===== src/rtl/pipeline_hazard_ctrl_pkg.sv =====
`default_nettype none
// ============================================================================
// pipeline_hazard_ctrl_pkg
//   Shared state encodings, stage-control bundles and hazard helpers.
//   Revision: 1.0
// ============================================================================
package pipeline_hazard_ctrl_pkg;

    typedef enum logic [1:0] {
        ST_RUN      = 2'd0,
        ST_MEM_WAIT = 2'd1,
        ST_ERROR    = 2'd2
    } state_t;

    // addi x0, x0, 0 -- what IF/ID consumers load when if_id_flush is high
    localparam logic [31:0] c_NOP_INSTR = 32'h0000_0013;

    typedef struct packed {
        logic pc_en;
        logic if_id_en;
        logic if_id_flush;
        logic id_ex_en;
        logic id_ex_bubble;
        logic ex_mem_en;
    } ctrl_t;

    localparam ctrl_t c_CTRL_RUN      = '{1'b1, 1'b1, 1'b0, 1'b1, 1'b0, 1'b1};
    localparam ctrl_t c_CTRL_FREEZE   = '{1'b0, 1'b0, 1'b0, 1'b0, 1'b0, 1'b0};
    localparam ctrl_t c_CTRL_REDIRECT = '{1'b1, 1'b1, 1'b1, 1'b1, 1'b1, 1'b1};
    localparam ctrl_t c_CTRL_LOAD_USE = '{1'b0, 1'b0, 1'b0, 1'b1, 1'b1, 1'b1};

    function automatic logic f_load_use(
        input logic [4:0] rs1,
        input logic [4:0] rs2,
        input logic       use_rs1,
        input logic       use_rs2,
        input logic [4:0] rd,
        input logic       mem_read
    );
        return mem_read && (rd != 5'd0) &&
               ((use_rs1 && (rs1 == rd)) || (use_rs2 && (rs2 == rd)));
    endfunction

endpackage

`default_nettype wire


===== src/rtl/pipeline_hazard_ctrl_sat_counter.sv =====
`default_nettype none
// ============================================================================
// sat_counter
//   Falling-edge counter that sticks at all-ones instead of wrapping.
//   Revision: 1.0
// ============================================================================
module sat_counter #(
    parameter int W = 16
) (
    input  logic         clk,
    input  logic         reset,
    input  logic         i_inc,
    output logic [W-1:0] o_cnt
);

    logic [W-1:0] r_cnt;

    always_ff @(negedge clk or negedge reset) begin
        if (!reset) begin
            r_cnt <= '0;
        end else if (i_inc && (r_cnt != '1)) begin
            r_cnt <= r_cnt + 1'b1;
        end
    end

    assign o_cnt = r_cnt;

endmodule

`default_nettype wire


===== src/rtl/pipeline_hazard_ctrl.sv =====
`default_nettype none
// ============================================================================
// pipeline_hazard_ctrl
//   Stage enable/flush/bubble sequencing for load-use, redirect and MEM waits.
//   Revision: 1.0
// ============================================================================
module pipeline_hazard_ctrl
    import pipeline_hazard_ctrl_pkg::*;
#(
    parameter int CNT_W   = 16,
    parameter int TIMEOUT = 64,
    parameter int TO_W    = 7
) (
    input  logic             clk,
    input  logic             reset,
    input  logic [4:0]       i_id_rs1,
    input  logic [4:0]       i_id_rs2,
    input  logic             i_id_use_rs1,
    input  logic             i_id_use_rs2,
    input  logic [4:0]       i_ex_rd,
    input  logic             i_ex_mem_read,
    input  logic             i_ex_taken,
    input  logic             i_mem_req,
    input  logic             i_mem_ready,
    output logic             o_pc_en,
    output logic             o_if_id_en,
    output logic             o_if_id_flush,
    output logic             o_id_ex_en,
    output logic             o_id_ex_bubble,
    output logic             o_ex_mem_en,
    output logic             o_mem_timeout,
    output logic [CNT_W-1:0] o_stall_cnt,
    output logic [CNT_W-1:0] o_flush_cnt
);

    localparam logic [TO_W-1:0] c_WAIT_LAST = TO_W'(TIMEOUT - 1);

    state_t            r_state;
    state_t            w_state_nxt;
    logic [TO_W-1:0]   r_wait_cnt;
    logic [TO_W-1:0]   w_wait_nxt;
    logic              r_mem_timeout;
    logic              w_load_use;
    logic              w_mem_busy;
    logic              w_run_rules;
    logic              w_stall_inc;
    logic              w_flush_inc;
    ctrl_t             w_ctrl;
    ctrl_t             w_ctrl_out;

    assign w_load_use = f_load_use(i_id_rs1, i_id_rs2, i_id_use_rs1, i_id_use_rs2,
                                   i_ex_rd, i_ex_mem_read);
    assign w_mem_busy = i_mem_req & ~i_mem_ready;

    always_comb begin
        w_state_nxt = r_state;
        w_wait_nxt  = r_wait_cnt;
        w_run_rules = 1'b0;
        w_stall_inc = 1'b0;
        w_flush_inc = 1'b0;
        w_ctrl      = c_CTRL_RUN;

        unique case (r_state)
            ST_RUN: begin
                if (w_mem_busy) begin
                    w_ctrl      = c_CTRL_FREEZE;
                    w_stall_inc = 1'b1;
                    w_state_nxt = ST_MEM_WAIT;
                    w_wait_nxt  = TO_W'(1);
                end else begin
                    w_run_rules = 1'b1;
                end
            end
            ST_MEM_WAIT: begin
                if (!i_mem_ready) begin
                    w_ctrl      = c_CTRL_FREEZE;
                    w_stall_inc = 1'b1;
                    w_wait_nxt  = r_wait_cnt + 1'b1;
                    if (r_wait_cnt == c_WAIT_LAST) begin
                        w_state_nxt = ST_ERROR;
                    end
                end else begin
                    // Release cycle: a redirect or load-use held in EX acts now, once
                    w_run_rules = 1'b1;
                    w_state_nxt = ST_RUN;
                    w_wait_nxt  = '0;
                end
            end
            ST_ERROR: begin
                w_ctrl = c_CTRL_FREEZE;
            end
            default: begin
                w_ctrl      = c_CTRL_FREEZE;
                w_state_nxt = ST_RUN;
                w_wait_nxt  = '0;
            end
        endcase

        if (w_run_rules) begin
            if (i_ex_taken) begin
                w_ctrl      = c_CTRL_REDIRECT;
                w_flush_inc = 1'b1;
            end else if (w_load_use) begin
                w_ctrl      = c_CTRL_LOAD_USE;
                w_stall_inc = 1'b1;
            end
        end
    end

    always_ff @(negedge clk or negedge reset) begin
        if (!reset) begin
            r_state       <= ST_RUN;
            r_wait_cnt    <= '0;
            r_mem_timeout <= 1'b0;
        end else begin
            r_state    <= w_state_nxt;
            r_wait_cnt <= w_wait_nxt;
            if (w_state_nxt == ST_ERROR) begin
                r_mem_timeout <= 1'b1;
            end
        end
    end

    // While reset is held the pipe sees plain RUN controls regardless of inputs
    assign w_ctrl_out = reset ? w_ctrl : c_CTRL_RUN;

    assign o_pc_en        = w_ctrl_out.pc_en;
    assign o_if_id_en     = w_ctrl_out.if_id_en;
    assign o_if_id_flush  = w_ctrl_out.if_id_flush;
    assign o_id_ex_en     = w_ctrl_out.id_ex_en;
    assign o_id_ex_bubble = w_ctrl_out.id_ex_bubble;
    assign o_ex_mem_en    = w_ctrl_out.ex_mem_en;
    assign o_mem_timeout  = r_mem_timeout;

    sat_counter #(.W(CNT_W)) u_stall_cnt (
        .clk   (clk),
        .reset (reset),
        .i_inc (w_stall_inc),
        .o_cnt (o_stall_cnt)
    );

    sat_counter #(.W(CNT_W)) u_flush_cnt (
        .clk   (clk),
        .reset (reset),
        .i_inc (w_flush_inc),
        .o_cnt (o_flush_cnt)
    );

endmodule

`default_nettype wire


===== config.mk =====
export PLATFORM = sky130hd
export DESIGN_NAME = pipeline_hazard_ctrl
export DESIGN_NICKNAME = d
export VERILOG_FILES = /design/src/rtl/pipeline_hazard_ctrl_pkg.sv /design/src/rtl/pipeline_hazard_ctrl_sat_counter.sv /design/src/rtl/pipeline_hazard_ctrl.sv
export SDC_FILE = /design/constraint.sdc
export NUM_CORES = 1
export LEC_CHECK = 0
export ABC_AREA = 1
export BUFFER_PORTS_ARGS = -buffer_cell sky130_fd_sc_hd__buf_2
export CORE_UTILIZATION = 30
export DETAILED_ROUTE_END_ITERATION = 6
export GPL_ROUTABILITY_DRIVEN = 0
export PLACE_DENSITY = 0.57
export SETUP_SLACK_MARGIN = 0.05
export SLEW_MARGIN = 10
export SYNTH_ARGS = -nofsm -noshare
export SYNTH_HDL_FRONTEND = slang
export SYNTH_SLANG_ARGS = --single-unit

===== constraint.sdc =====
create_clock -name clk -period 2.1 [get_ports clk]
set_input_delay 0.21 -clock clk [delete_from_list [all_inputs] [get_ports clk]]
set_output_delay 0.21 -clock clk [all_outputs]
set_load 0.02 [all_outputs]

==> results of run 1 <==
[report_power, final]
group | switching [µW] | total [µW] | internal, µW | leakage, µW
Sequential | 93.6 | 1030 | 937 | 0.000567
Clock | 303 | 568 | 265 | 0.0000472
Combinational | 612 | 1250 | 637 | 0.00155
[metrics by stage]
step / hold WS [ns] / setup TNS (ns)
after floorplan: 0.429 / -5.21
after global routing: 0.465 / -10.36
after CTS: 0.454 / -6.20
after detailed placement: 0.422 / -18.13
after global placement: 0.411 / -17.84
final: 0.455 / -6.47
[state kept, by name (all words and copies together) (netlist names)]
register	flops
u_flush_cnt.o_cnt	16
u_stall_cnt.o_cnt	16
o_mem_timeout	1
r_wait_cnt	7
r_state	2
[worst reg2reg max path, delay by kind of cell, from the launching register on]
family	cells	cell delay, ns
adder cells (fa/ha/maj)	1	0.23
buffers and inverters	1	0.16
flip-flops	1	0.46
AND/OR/NAND/NOR	7	1.07
[layer usage]
layer | track usage (%) | routed length (µm) | up-vias
met5 | 0 | 0 | -
met4 | 3.59 | 55 | 0
met3 | 3.46 | 275 | 9
met2 | 28.7 | 3400 | 53
met1 | 20.4 | 3110 | 1225
li1 | - | - | 1373
[layout by cell type, fill, tap and decap left out, types with 3 or more instances in the layout]
cell type	n
nand3_1	36
buf_8	4
nor2_1	34
inv_1	24
buf_2	9
ha_1	3
inv_8	4
nor3_1	5
buf_4	71
o21ai_1	4
inv_2	5
nand3_2	3
xnor2_1	17
nor2_4	5
nand2_1	74
inv_4	3
dfrtn_1	42
buf_6	50
clkbuf_8	6
nor2_2	4
xor2_1	11
nand2_2	31
nand2_4	8
[path summary, 6_finish.rpt]
check	cells after the start	slack, ns	to
hold / removal	1	0.46	o_mem_timeout
max in group asynchronous	2	0.88	u_flush_cnt.o_cnt[15]
setup reg to reg	9	0.03	u_stall_cnt.o_cnt[14]
setup / recovery	6	-0.58	o_id_ex_bubble
hold reg to reg	1	0.46	o_mem_timeout
min in group asynchronous	1	0.71	u_flush_cnt.o_cnt[8]
[kinds of logic (layout without fill, tap and decap cells)]
logic type	after synthesis	count (layout)	share of synthesized area [%]
AND/OR/NAND/NOR	211	212	35.7
buffers and inverters	43	181	7.14
flip-flops	42	42	41.1
XOR/XNOR	29	29	9.93
AO/OA/AOI/OAI	15	15	3.37
adder cells (fa/ha/maj)	3	3	1.47
multiplexers	3	3	1.32
[timing repair]
| action | CTS | global route |
|---|---|---|
| endpoints found under the setup margin | 75 | 74 |
| resized for setup | 130 | 37 |
| cloned | 1 | 0 |
| pin swaps | 16 | 19 |
| buffers inserted | 25 | 7 |
[cell type report]
cell class | count | area, µm² | area share (%)
inverters | 37 | 189 | 4.41
multi-input cells | 262 | 1580 | 36.8
well taps | 105 | 131 | 3.06
repair buffers | 136 | 1240 | 29.0
clock inverters | 2 | 12.5 | 0.292
flip-flops and latches | 42 | 1050 | 24.5
clock buffers | 6 | 82.6 | 1.93
==> qor.txt, run 1 <==
Worst-path clk slew: 0.06 ns
Placed cell areas: 0.00338 mm²
Worst rel slew slack: 74.3%
DIE HEIGHT: 94.4 µm
Final setup violation count: 68
Final Cell Area: 0.00429 mm²
Row cnt: 33
HP Class: reg -> reg
Critical-path cell list: nand2_2, o21ai_2, buf_6, nand2_4, a21oi_2, buf_4
Global Route Usage Sum: 16.3%
Failing checks: negative setup slack
Worst slack, placed: -0.509 ns
Area Growth Syn to Fin: 67.5%
Crit. End Element: output port
Worst Hold Launch: o_mem_timeout
RSZ-0062 raised after global routing: true
Final Hold Viols: 0
CP Class: reg -> out
Post-Route WL: 6840 µm
Final worst slack: -0.584 ns
Vias in the first global route: 2,616
Worst-path maximum fanout: 3
Synth Flop Type: dfrtn_1
Worst path bufs/invs: 2
Clk_lat worst skew: 0.30 ns
# clock sinks: 42
Residual DRC count: 0
Pleak: 0.00216 µW
Fin nets: 510
#FFs+latches synth: 42
VDD IR max: 0.656 mV
Critical Path Start: r_state[0]
Pre-antenna DRT Iters: 4
DR WL/cell: 11.6 µm
Outcome: finished, violations left
Crit path largest cell delay: 0.45 ns
Global-route wire length before repair: 11,600 µm
Fin util: 52.2%
Port Buffer Count: 61
Power Total: 2850 µW
Hold-fix buffers at CTS: 0
Gr ovfl total: 0
Cell with the most instances after synthesis: nand2_1
Vias per inst: 4.51
Die width: 94.4 µm
Final ANT Viol Nets: 0
CTS tree: yes
Post-DP HPWL: 4610 µm
Cell taking the most area after synthesis: dfrtn_1
IO Count: 62
Slew Viols, Final: 0
Final Skew: 0.00953 ns
Finished Layout Cells: 590
Initial antenna violation count: 0
Slew @ Worst Pin: 0.383 ns
Share of Yosys cell area claimed by the top area cell type: 41.1%
Via count: 2,660
Yosys cell types: 32
Maxcap violations: 0
Synth top area cells: dfrtn_1, nand2_1, nand3_1
Largest net degree at the start of global routing: 37
# H-tree levels: 2
Fraction of layout cells with a size suffix above 1: 46.2%
CP Launch Type: flop
Mapped Avg Cell Area: 7.40 µm²
Root Buffer: clkbuf_8
CTS max path bufs: 2
Register area share after synthesis: 41.1%
FF-to-FF Start: u_stall_cnt.o_cnt[0]
Syn nets: 372
Worst path top cell family by delay: flip-flops
Post-synth EDFFs: 0
YS warnings: 0
Power Density: 664 mW/mm²
DRT iter0 DRCs: 80
FILL cells: 762
Fraction of registers with async set/reset: 100%
ANT cells: 0
Clock buffer count from CTS: 5
Die ar.: 0.00890 mm²
Mapped cell area: 0.00256 mm²
Top cells by count, synth: nand2_1, dfrtn_1, nor2_1
Post-Place Cells: 549
CP Data Required Time: 1.89 ns
Core area: 0.00822 mm²
Gate Count Post-Synth: 346
Worst Path Arrival: 2.47 ns
Initial core utilization: 31.1%
Slowest CP cell: dfrtn_1
Power figures use the tool's default switching activity.
==> inputs of run 2 (changes only) <==
Settings changed: CORE_UTILIZATION 30 to 54, PLACE_DENSITY 0.57 to 0.8.
Clock period 2.1 ns to 2.8 ns, I/O delays scaled along.
==> run 2 against run 1 <==
The flow still finishes with violations (negative setup slack). Clock power is 27% lower. Sequential power is 19% lower. Combinational power is 43% lower. Register-to-register slack better by 0.57 ns. Sequential cell count stayed put. Worst hold slack worse by 0.039 ns. Clock skew is 0.0044 ns lower. Largest power group is now sequential cells.
==> qor.txt, run 2 (same netlist as run 1, synthesis figures left out) <==
Slew @ Worst Pin: 0.594 ns (+0.211 ns)
Gr ovfl total: 0 (unchanged)
Pre-antenna DRT Iters: 6 (+2)
Met1 usage: 27.8% (+7.4 points)
# H-tree levels: 2 (unchanged)
Initial antenna violation count: 0 (unchanged)
Placed cell areas: 0.00309 mm² (-8.8%)
DRT iter0 DRCs: 159 (+99%)
HP Class: reg -> reg
DIE HEIGHT: 70.8 µm (-25%)
Pleak: 0.00189 µW (-13%)
Worst slack, placed: -0.187 ns (+0.321 ns)
Die width: 70.8 µm (-25%)
Clock buffer count from CTS: 5 (unchanged)
Vias in the first global route: 2,269 (-13%)
# clock sinks: 42 (unchanged)
Commonest non-fill, non-tap cell in the layout: nand2_1
Final Hold Viols: 0 (unchanged)
Failing checks: negative setup slack
Worst rel slew slack: 60.3% (-14 points)
Via count: 2,598 (-2.3%)
RSZ-0062 raised after global routing: true
Final Skew: 0.00514 ns (-0.00439 ns)
CTS tree: yes
CP Class: reg -> out
Worst-path maximum fanout: 3 (unchanged)
Met3 Use GR: 3.70% (+0.24 points)
Core area: 0.00444 mm² (-46%)
Die ar.: 0.00502 mm² (-44%)
CP Launch Type: flop
Fin util: 81.9% (+30 points)
Fraction of layout cells with a size suffix above 1: 36.9% (-9.2 points)
Initial core utilization: 57.6% (+26 points)
Worst Hold Launch: o_mem_timeout
Final ANT Viol Nets: 0 (unchanged)
FF-to-FF Start: u_stall_cnt.o_cnt[0]
Final setup violation count: 36 (-47%)
Global-route wire length before repair: 9560 µm (-17%)
Post-Route WL: 6730 µm (-1.7%)
Area Growth Syn to Fin: 42.2%
Row cnt: 24 (-27%)
Reg-to-reg setup timing slack: 0.60 ns (+0.57 ns)
GRT Max-Usage Layer: met2
Slew Viols, Final: 0 (unchanged)
R2r endpoint: u_stall_cnt.o_cnt[5]
ANT cells: 0 (unchanged)
Most frequent cells in the layout: nand2_1, buf_2, dfrtn_1, nor2_1, inv_1
Clk_lat worst skew: 0.30 ns (about the same)
GR met2 Demand/Resource: 44.1% (+15 points)
Fin nets: 469 (-8.0%)
Final Cell Area: 0.00364 mm² (-15%)
Power Density: 537 mW/mm² (-19%)
Vias per inst: 5.24 (+16%)
IO Count: 62 (unchanged)
Post-DP HPWL: 4230 µm (-8.2%)
Global Route Usage Sum: 24.2% (+7.9 points)
Outcome: finished, violations left
Worst-path clk slew: 0.05 ns (about the same)
VDD IR max: 0.610 mV (-7.0%)
Worst Path Arrival: 2.86 ns (+0.39 ns)
DR WL/cell: 13.6 µm (+17%)
Final worst slack: -0.340 ns (+0.245 ns)
Port Buffer Count: 61 (unchanged)
Reg2reg path depth: 8 (-1)
Post-Place Cells: 474 (-14%)
Largest net degree at the start of global routing: 46 (+24%)
CTS max path bufs: 2 (unchanged)
Power Total: 1950 µW (-31%)
Maxcap violations: 0 (unchanged)
Crit. End Element: output port
Root Buffer: clkbuf_8
CP Data Required Time: 2.52 ns (+0.63 ns)
Residual DRC count: 0 (unchanged)
Finished Layout Cells: 496 (-16%)
WHS Endpoint: o_mem_timeout
Hold depth: 1 (unchanged)
[run 2: final cells by class]
type,instances,area (µm²)
Inverter,37,146
Multi-Input combinational cell,262,1580
Fill cell,279,805
Timing Repair Buffer,95,704
Clock inverter,2,12.5
Clock buffer,6,82.6
Tap cell,52,65.1
Sequential cell,42,1050
[run 2: worst max-delay path: stages (launching register included)]
cell,delay [ns]
dfrtn_1,0.47
nand2_2,0.07
o21ai_2,0.16
buf_4,0.15
inv_4,0.03
buf_6,0.10
nand2_4,0.06
buf_6,0.11
[run 2: power breakdown]
part           leakage [µW]  internal, µW  total (µW)  switching [µW]
logic               0.00128           317         708             392
registers          0.000567           702         834             132
clock network     0.0000472           198         413             214
total               0.00189          1220        1950             738
[run 2: timing repair]
item,4_1_cts,5_1_grt
gates resized for setup,29,60
endpoints found under the setup margin,6,41
pin swaps,4,16
cloned,0,2
hold buffers,0,0
buffers inserted,7,7
[run 2: through the flow]
step | setup TNS [ns] | hold WS (ns)
finish | -3.39 | 0.417
floorplan | 0 | 0.429
global placement | -3.48 | 0.412
CTS | -2.96 | 0.417
global route | -6.08 | 0.422
detailed placement | -5.00 | 0.417
[run 2: worst max path at each step]
stage | endpoint | startpoint | cells past startpoint | slack [ns]
final | o_ex_mem_en | r_state[0] | 7 | -0.34
after global routing | o_id_ex_en | r_state[0] | 7 | -0.39
after CTS | o_id_ex_bubble | r_state[0] | 6 | -0.30
after detailed placement | u_stall_cnt.o_cnt[15] | i_mem_ready | 10 | -0.19
after global placement | u_flush_cnt.o_cnt[14] | i_mem_ready | 10 | -0.14
after floorplan | o_id_ex_en | r_state[0] | 5 | 0.02
[run 2: per-layer routing]
layer / vias to the layer above / share of wire [%]
met5: - / 0
met3: 17 / 4.4
li1: 1283 / -
met2: 81 / 51
met1: 1217 / 42
met4: 0 / 2.5
==> inputs of run 3 (changes only) <==
Settings changed: BUFFER_PORTS_ARGS -buffer_cell sky130_fd_sc_hd__buf_2 to -buffer_cell sky130_fd_sc_hd__clkbuf_2, CORE_UTILIZATION 54 to 48, PLACE_DENSITY 0.8 to 0.76.
Clock period 2.8 ns to 2.6 ns, I/O delays scaled along.
==> run 3 against run 2 <==
The flow still finishes with violations (negative setup slack). Critical path depth down 2. Sequential cell count did not move. Worst hold slack gained 0.0066 ns. Final cell count up 10%. Clock power rose by 23%.
==> qor.txt, run 3 (same netlist as run 1, synthesis figures left out) <==
Power Density: 584 mW/mm² (+8.7%)
Pre-antenna DRT Iters: 4 (-2)
Final Cell Area: 0.00393 mm² (+8.0%)
Final setup violation count: 22 (-39%)
Final worst slack: -0.379 ns (-0.0390 ns)
Fin util: 77.0% (-4.9 points)
Die ar.: 0.00563 mm² (+12%)
Hold depth: 1 (unchanged)
Psw: 792 µW (+7.3%)
Root Buffer: clkbuf_8
Worst-path maximum fanout: 4 (+1)
Port Buffer Count: 61 (unchanged)
# clock sinks: 42 (unchanged)
Worst rel slew slack: 68.0% (+7.7 points)
Worst-path clk slew: 0.05 ns (about the same)
Vias per inst: 4.95 (-5.4%)
Cell internal pwr: 1500 µW (+23%)
DRT iter0 DRCs: 236 (+48%)
# H-tree levels: 2 (unchanged)
Initial antenna violation count: 0 (unchanged)
Final ANT Viol Nets: 0 (unchanged)
Comb pwr share: 41.6% (+5.4 points)
Die width: 75.0 µm (+5.9%)
HP Class: reg -> reg
Final Hold Viols: 0 (unchanged)
FF-to-FF Start: u_stall_cnt.o_cnt[0]
VDD IR max: 0.586 mV (-3.9%)
Clk_lat worst skew: 0.30 ns (about the same)
CTS tree: yes
RSZ-0062 raised after global routing: true
Net Sw Frac: 34.5% (-3.2 points)
Post-DP HPWL: 4340 µm (+2.6%)
Final Skew: 0.00741 ns (+0.00227 ns)
CP Class: reg -> out
Clock buffer count from CTS: 5 (unchanged)
Largest net degree at the start of global routing: 25 (-46%)
Setup_tns: -7.22 ns (-3.83 ns)
Via count: 2,714 (+4.5%)
Worst Path Arrival: 2.72 ns (-0.14 ns)
Gr ovfl total: 0 (unchanged)
Crit. End Element: output port
Core area: 0.00511 mm² (+15%)
Placed cell areas: 0.00319 mm² (+3.2%)
Maxcap violations: 0 (unchanged)
Pleak: 0.00205 µW (+8.7%)
Failing checks: negative setup slack
Global-route wire length before repair: 10,500 µm (+9.8%)
Critical Path Start: r_state[0]
Commonest non-fill, non-tap cell in the layout: nand2_1
FILL cells: 360 (+29%)
Global Route Usage Sum: 24.3% (+0.070 points)
Worst Hold Launch: o_mem_timeout
Most frequent cells in the layout: nand2_1, buf_4, clkbuf_2, dfrtn_1, nand3_1
Residual DRC count: 0 (unchanged)
Row cnt: 26 (+8.3%)
WHS Endpoint: o_mem_timeout
Area Growth Syn to Fin: 53.6%
ANT cells: 0 (unchanged)
Reg2reg path depth: 9 (+1)
Finished Layout Cells: 548 (+10%)
IO Count: 62 (unchanged)
Initial core utilization: 50.1% (-7.5 points)
DR WL/cell: 12.4 µm (-8.6%)
CTS max path bufs: 2 (unchanged)
Slew Viols, Final: 0 (unchanged)
Flop pwr share: 36.3% (-6.3 points)
DIE HEIGHT: 75.0 µm (+5.9%)
Clk pwr share: 22.1% (+1.0 points)
Slew @ Worst Pin: 0.479 ns (-0.115 ns)
R2r endpoint: u_stall_cnt.o_cnt[9]
Post-Place Cells: 494 (+4.2%)
Worst slack, placed: -0.315 ns (-0.127 ns)
CP Data Required Time: 2.34 ns (-0.18 ns)
CP Launch Type: flop
Vias in the first global route: 2,475 (+9.1%)
Fraction of layout cells with a size suffix above 1: 40.2% (+3.2 points)
Outcome: finished, violations left
Fin nets: 503 (+7.2%)
Reg-to-reg setup timing slack: 0.48 ns (-0.12 ns)
Post-Route WL: 6800 µm (+1.0%)
==> run 3: cell count changes in the layout (fill, tap and decap cells not counted), moves of 3 or more <==
| cell | delta |
|---|---|
| nand2_2 | +7 |
| nand3_1 | +16 |
| inv_8 | +4 |
| inv_2 | +4 |
| buf_2 | -52 |
| o21ai_2 | -3 |
| inv_1 | -9 |
| clkbuf_8 | +3 |
| nand2_1 | -6 |
| nand3_2 | -17 |
| clkbuf_2 | +44 |
| buf_4 | +39 |
==> run 3: worst max-delay path by stage <==
stage	endpoint	slack, ns	depth (start not counted)
finish	o_pc_en	-0.38	5
global placement	u_flush_cnt.o_cnt[8]	-0.25	11
global route	o_pc_en	-0.46	5
detailed placement	u_flush_cnt.o_cnt[6]	-0.31	11
floorplan	u_flush_cnt.o_cnt[1]	-0.02	9
CTS	o_id_ex_bubble	-0.37	5
==> run 3: final cells by class <==
class                   count  area, µm²  area share [%]
multi-input cells         262       1510            38.4
flip-flops and latches     42       1050            26.7
repair buffers            129        988            25.1
inverters                  37        186            4.74
well taps                  70       87.6            2.23
clock buffers               7       76.3            1.94
clock inverters             1       30.0           0.764
==> run 3: repair_timing <==
action	in CTS	in global routing
hold buffers	0	0
hold endpoints to repair	0	0
endpoints found under the setup margin	28	51
gates cloned	0	1
buffers inserted	18	27
pin swaps	4	18
gates resized for setup	25	60
==> run 3: critical path, stage by stage, from the launching register on <==
cell,delay [ns]
dfrtn_1,0.45
nand2_2,0.09
o21ai_4,0.19
o21ai_1,0.11
nand2_2,0.10
clkbuf_4,0.18
==> run 3: power by group through the flow <==
stage | clock [µW] | combinational [µW] | sequential [µW]
finish | 507 | 954 | 833
global route | 549 | 1040 | 849
CTS | 525 | 701 | 848
detailed placement | 0 | 586 | 894
global placement | 0 | 569 | 893
floorplan | 0 | 280 | 975
==> run 3: metal layers <==
layer | global-route usage, % | up-vias | wire length (µm)
met4 | 6.71 | 0 | 93
met3 | 4.95 | 12 | 290
li1 | - | 1358 | -
met2 | 42.7 | 66 | 3550
met5 | 0 | - | 0
met1 | 30.2 | 1278 | 2870
==> run 3: stage by stage <==
step	hold slack, ns	power [µW]
floorplan	0.429	1250
global placement	0.415	1460
detailed placement	0.415	1480
CTS	0.424	2070
global route	0.443	2440
finish	0.423	2290
